`src/rtl/pll_clock_divider.sv`:
```
// pll_clock_divider: programmable integer clock divider with 50% duty (odd N via a falling-edge flop),
// an input-domain tick at each output rising edge, glitch-free divisor reload and a lock indicator.
module pll_clock_divider #(
  parameter int WIDTH       = 16,
  parameter int DIV_DEFAULT = 10,
  parameter int LOCK_CYCLES = 4
) (
  input  logic             clk_in,
  input  logic             rst_n,
  input  logic             en,
  input  logic [WIDTH-1:0] div_in,
  input  logic             div_load,
  output logic             clk_out,
  output logic             tick,
  output logic             locked,
  output logic [WIDTH-1:0] div_active
);
  localparam int LW = $clog2(LOCK_CYCLES + 1);
  logic [WIDTH-1:0] cnt, pend_val, n_nxt, div_clamped;
  logic [LW-1:0] lock_cnt;
  logic pend, run, p, q, last, boundary;
  assign div_clamped = (div_in < WIDTH'(2)) ? WIDTH'(2) : div_in;
  assign last        = run && (cnt == div_active - WIDTH'(1));
  // Idle counts as a boundary, so pending loads land immediately and the next enable starts a fresh period.
  assign boundary    = !run || last;
  assign n_nxt       = pend ? pend_val : div_active;
  assign clk_out     = p | (q & div_active[0]);
  assign locked      = lock_cnt == LW'(LOCK_CYCLES);
  always_ff @(posedge clk_in or negedge rst_n) begin
    if (!rst_n) begin
      cnt        <= '0;
      run        <= 1'b0;
      p          <= 1'b0;
      tick       <= 1'b0;
      pend       <= 1'b0;
      pend_val   <= '0;
      lock_cnt   <= '0;
      div_active <= WIDTH'(DIV_DEFAULT);
    end else begin
      cnt      <= boundary ? '0 : cnt + WIDTH'(1);
      run      <= boundary ? en : 1'b1;
      p        <= boundary ? en : ((cnt + WIDTH'(1)) < (div_active >> 1));
      tick     <= boundary && en;
      pend     <= div_load || (pend && !boundary);
      lock_cnt <= (div_load || !en) ? '0 : (last && !pend && !locked) ? lock_cnt + LW'(1) : lock_cnt;
      if (boundary) div_active <= n_nxt;
      if (div_load) pend_val <= div_clamped;
    end
  end
  // q delays p by half a cycle; it is zero across every period end, so a divisor swap cannot glitch clk_out.
  always_ff @(negedge clk_in or negedge rst_n) begin
    if (!rst_n) q <= 1'b0;
    else q <= p;
  end
endmodule

```
`config.mk`:
```
export PLATFORM = sky130hd
export DESIGN_NAME = pll_clock_divider
export DESIGN_NICKNAME = d
export VERILOG_FILES = /design/src/rtl/pll_clock_divider.sv
export SDC_FILE = /design/constraint.sdc
export NUM_CORES = 1
export LEC_CHECK = 0
export CORE_UTILIZATION = 35
export DETAILED_ROUTE_END_ITERATION = 10
export GPL_TIMING_DRIVEN = 0
export PLACE_DENSITY = 0.57
export SETUP_SLACK_MARGIN = 0.5
export SYNTH_ARGS = -nofsm -noshare
export SYNTH_HDL_FRONTEND = slang
export SYNTH_SLANG_ARGS = --single-unit
```
`constraint.sdc`:
```
create_clock -name clk_in -period 3.1 [get_ports clk_in]
set_input_delay 0.31 -clock clk_in [delete_from_list [all_inputs] [get_ports clk_in]]
set_output_delay 0.31 -clock clk_in [all_outputs]
set_load 0.02 [all_outputs]
```
* Word-level counts from Yosys, hierarchy flattened
Index checks and enable logic that the tools add are counted.
** Cells by class
- Reductions and logical operators :: 15
- Magnitude comparators :: 2
- Equality and inequality tests :: 2
- Divide/modulo/power cells :: 0
- $add $sub $neg :: 3
- Bitwise logic cells :: 2
- Shifts and indexed selects :: 0
- $mul :: 0
- Muxes and demuxes :: 6
** Operators with widths (count)
- 16-bit two-way mux :: 2
- 16-bit by 1-bit adder with 16-bit output (second input constant) :: 1
- 16-bit equality test :: 1
- 16-bit by 15-bit < comparator with 1-bit output :: 1
- 16-bit by 2-bit < comparator with 1-bit output (second input constant) :: 1
- 16-bit by 1-bit subtractor with 16-bit output (second input constant) :: 1
- 3-bit two-way mux :: 2
- 1-bit logical AND :: 5
- 1-bit zero test :: 5
- 3-bit by 1-bit adder with 3-bit output (second input constant) :: 1
- 3-bit equality test (second input constant) :: 1
- 1-bit logical OR :: 3
- 1-bit two-way mux :: 2
- 2-bit AND reduction :: 1
- 2-bit nonzero test :: 1
- 1-bit AND :: 1
- 1-bit bitwise OR :: 1
** Storage, ports and cells
- RAM bits :: 0
- ROM bits :: 0
- Memories kept :: 0
- Bits in registers :: 56
- Logic and storage cells :: 39
- Output and inout port bits :: 19
- Bits in latches :: 0

* Longest topological paths before layout
- Word-level depth :: 7
- Mapped depth :: 13
- Gate-level depth less buffers :: 12

==> run_results.csv <==
group,metric,value,unit
status,outcome,"finished, final reports clean",
setup_path,crit_start,"div_active[0]",
finish,fill_cells,960,
setup_path,r2r-start,"div_active[0]",
finish,antenna_cells,0,
sta,post-route-period-util,0.9200,
detailed_routing,wl_per_cell,17.30,µm
floorplan,core-area,10420,µm²
setup_path,cp_max_fo,8,
cts,cts_inserted_buffers,5,
synth,synth.ff_latch_count,56,
place,globalplace.congestion,0.8361,
setup_path,cp_slowest_cell,"or4_4",
setup_path,crit_arrival,3.11,ns
detailed_routing,drc,0,
setup_path,ff2ff_path_depth,11,
pwr,ir_drop,0.0002005,V
finish,layout.nets,545,
synth,avgSynthCellArea,8.857,µm²
cts,cts_sinks,56,
sta,worstMarginPinSlew,0.8300,ns
place,place_ws,-0.02385,ns
setup_path,r2r_end,"div_active[7]",
setup_path,critPathLaunchType,"flip-flop",
sta,fin_ws,0.2481,ns
synth,ys.flop_type,"dfrtp_1",
run,cap_violations,0,
pwr,p_leak,2.320,nW
sta,rsz0062_at_grt,"yes",
sta,period_needed,2.852,ns
setup_path,max_stage_delay,0.46,ns
finish,drive_gt1_frac,0.2343,
sta,skew,0.01183,ns
cts,htreeDepth,2,
synth,synthTopCellsByArea,"dfrtp_1 35%, nand3_1 6.2%, ha_1 5.9%",
place,place_hpwl,7881,µm
detailed_routing,dr.pass1.iters,5,
cts,tritoncts,"built",
synth,synth_cell_types,57,
setup_path,worstSetupEndpointType,"flip-flop",
floorplan,die_y,106.3,µm
synth,synth_fp_nets,468,
detailed_routing,drt_iter0_drc,179,
floorplan,row_count,37,
setup_path,path_delay_family,"simple AND/OR/NAND/NOR gates",
floorplan,die_w,106.3,µm
global_routing,gr-usage-all-layers,0.2081,
synth,synth-edff-count,0,
setup_path,cp_cell_sequence,"buf_8, or4_4, nor4_4, buf_4, nand2_4, nor4_4, a31oi_4, buf_6, buf_8, or3_4, nand3_4",
synth,async_flop_share,1.000,
floorplan,design.die.area,11300,µm²
setup_path,endpoint,"div_active[7]",
pwr,p_per_area,260.3,nW/µm²
cts,cts-root-buf,"clkbuf_8",
sta,slew_violations,0,
setup_path,cp_num_buf_inv,4,
hold_path,hold_class,"input pin to async pin",
sta,relSlewSlack,0.4467,
finish,layout.cells.non_filler,644,
finish,utilization,0.4986,
detailed_routing,vias_per_cell,5.458,
global_routing,grt_start_max_net_pins,33,
detailed_routing,dr_total_vias,3515,
cts,clock_path_buffers,2,
floorplan,start_util,0.3656,
cts,clk_pin_slew_worst_paths,0.11,ns
global_routing,overflow,0,
sta,hold_violations,0,
global_routing,grt_pass1_vias,3498,
finish,area_growth,36.37,%
detailed_routing,wl,11140,µm
global_routing,grt_pass1_wl,18240,µm
synth,synthDominantCellAreaShare,0.3482,
sta,finalSetupViolCount,0,
synth,synthCells,430,
cts,clock_latency,0.33,ns
place,dp_cells,605,
synth,yosysWarningCount,0,
setup_path,worstPathRequired,3.36,ns
sta,max_freq,350.6,MHz
setup_path,r2r_slack,0.25,ns
setup_path,path_depth,11,
setup_path,crit_type,"flip-flop to flip-flop",
detailed_routing,ant_nets,0,
synth,synth_top_area_cell,"dfrtp_1",
synth,yosysSeqAreaShare,0.3686,
synth,netlist_area,3809,µm²
global_routing,antenna_found_initial,0,
place,port_buffers,38,
floorplan,ioPinCount,39,
-- sequential cells by signal (all words and copies together) (netlist names) --
name	count
cnt	16
div_active	16
lock_cnt	3
p	1
pend	1
pend_val	16
q	1
run	1
tick	1
-- power breakdown --
group / total [mW] / internal, mW / leakage, nW / switching [mW]
logic: 0.0855 / 0.0479 / 1.55 / 0.0376
clock network: 0.497 / 0.241 / 0.0552 / 0.257
registers: 0.769 / 0.751 / 0.712 / 0.0182
total: 1.35 / 1.04 / 2.32 / 0.312
-- layout by cell type (no fill, tap or decap), types with 8 or more instances in the layout --
cell type	instances
a31oi_1	11
buf_4	17
buf_6	12
clkbuf_1	13
clkbuf_8	8
clkdlybuf4s50_1	36
dfrtp_1	52
ha_1	17
inv_1	25
mux2_2	14
nand2_1	47
nand3_1	38
nor2_1	12
nor2b_1	13
o21ai_0	21
or3_1	13
xnor2_1	20
xor2_1	11
-- layout make-up --
class                           instances  area, µm²  share of cell area
Clock inverter                          2      35.03            0.006745
Buffer                                 29      237.7             0.04577
Sequential cell                        56       1405              0.2705
Timing Repair Buffer                   70      721.9              0.1390
Inverter                               26      100.1             0.01927
Clock buffer                            6      72.57             0.01397
Multi-Input combinational cell        319       2451              0.4719
Tap cell                              136      170.2             0.03276
-- what timing repair did --
item | CTS | global route
pin swaps | 35 | 18
endpoints found under the setup margin | 40 | 40
resized for setup | 48 | 47
cloned | 5 | 0
hold buffers | 1 | 0
buffers inserted | 16 | 9
hold endpoints to repair | 11 | 0
-- worst min path at each step --
stage | cells past startpoint | end | slack [ns]
finish | 2 | cnt[12] | 0.51
global route | 2 | cnt[12] | 0.56
detailed placement | 1 | cnt[12] | 0.35
global placement | 1 | pend_val[6] | 0.52
floorplan | 0 | cnt[0] | 0.01
CTS | 2 | cnt[12] | 0.53
-- synthesized netlist by cell type (2+ instances only) --
cell type  count
xnor2_1       22
mux2_2        14
dfstp_2        2
nand2_1       47
buf_2          4
nand2b_1       4
or3_1         19
o22ai_1        2
a21oi_1        4
clkbuf_1      21
a21boi_0       2
a21o_1         5
nor4_4         2
o21a_1         3
a31oi_1       18
ha_1          18
o211ai_1       3
nor3_1         6
nor2b_1       13
nor2_1        12
nand3b_1       2
xor2_1        11
mux2i_1        4
inv_1         26
nand3_1       47
dfrtp_1       53
nand4_1        7
and3_1         4
o21ai_0       21
nor4_1         5
buf_6          3
-- through the flow --
step / power, mW / hold slack (ns) / instance area (µm²) / setup TNS, ns
after floorplan: 0.8116 / 0.01441 / 3875 / 0
after global placement: 0.8640 / 0.5243 / 4425 / -7.932
after detailed placement: 0.8693 / 0.3499 / 4441 / -0.02385
after CTS: 1.370 / 0.5302 / 4965 / 0
after global routing: 1.409 / 0.5622 / 5194 / 0
final: 1.352 / 0.5146 / 5194 / 0
-- metal layers --
layer,share of wire,wire length [µm],GRT usage,vias up
met5,0,0,0,-
met4,0.036,400,0.08829,0
met3,0.034,379,0.03004,21
met2,0.47,5278,0.3372,98
met1,0.46,5081,0.2763,1718
li1,-,-,-,1678
-- logic make-up (layout without fill, tap and decap cells) --
logic type      after synthesis  after routing  synth area share
simple gates                180            180            0.2612
compound gates               70             70            0.1216
flops                        56             56            0.3686
buf+inv                      55            133           0.06176
xor+xnor                     33             33           0.07589
fa+ha+maj                    18             18           0.05913
mux                          18             18           0.05191
No activity file was read; power rests on OpenSTA's default activity.
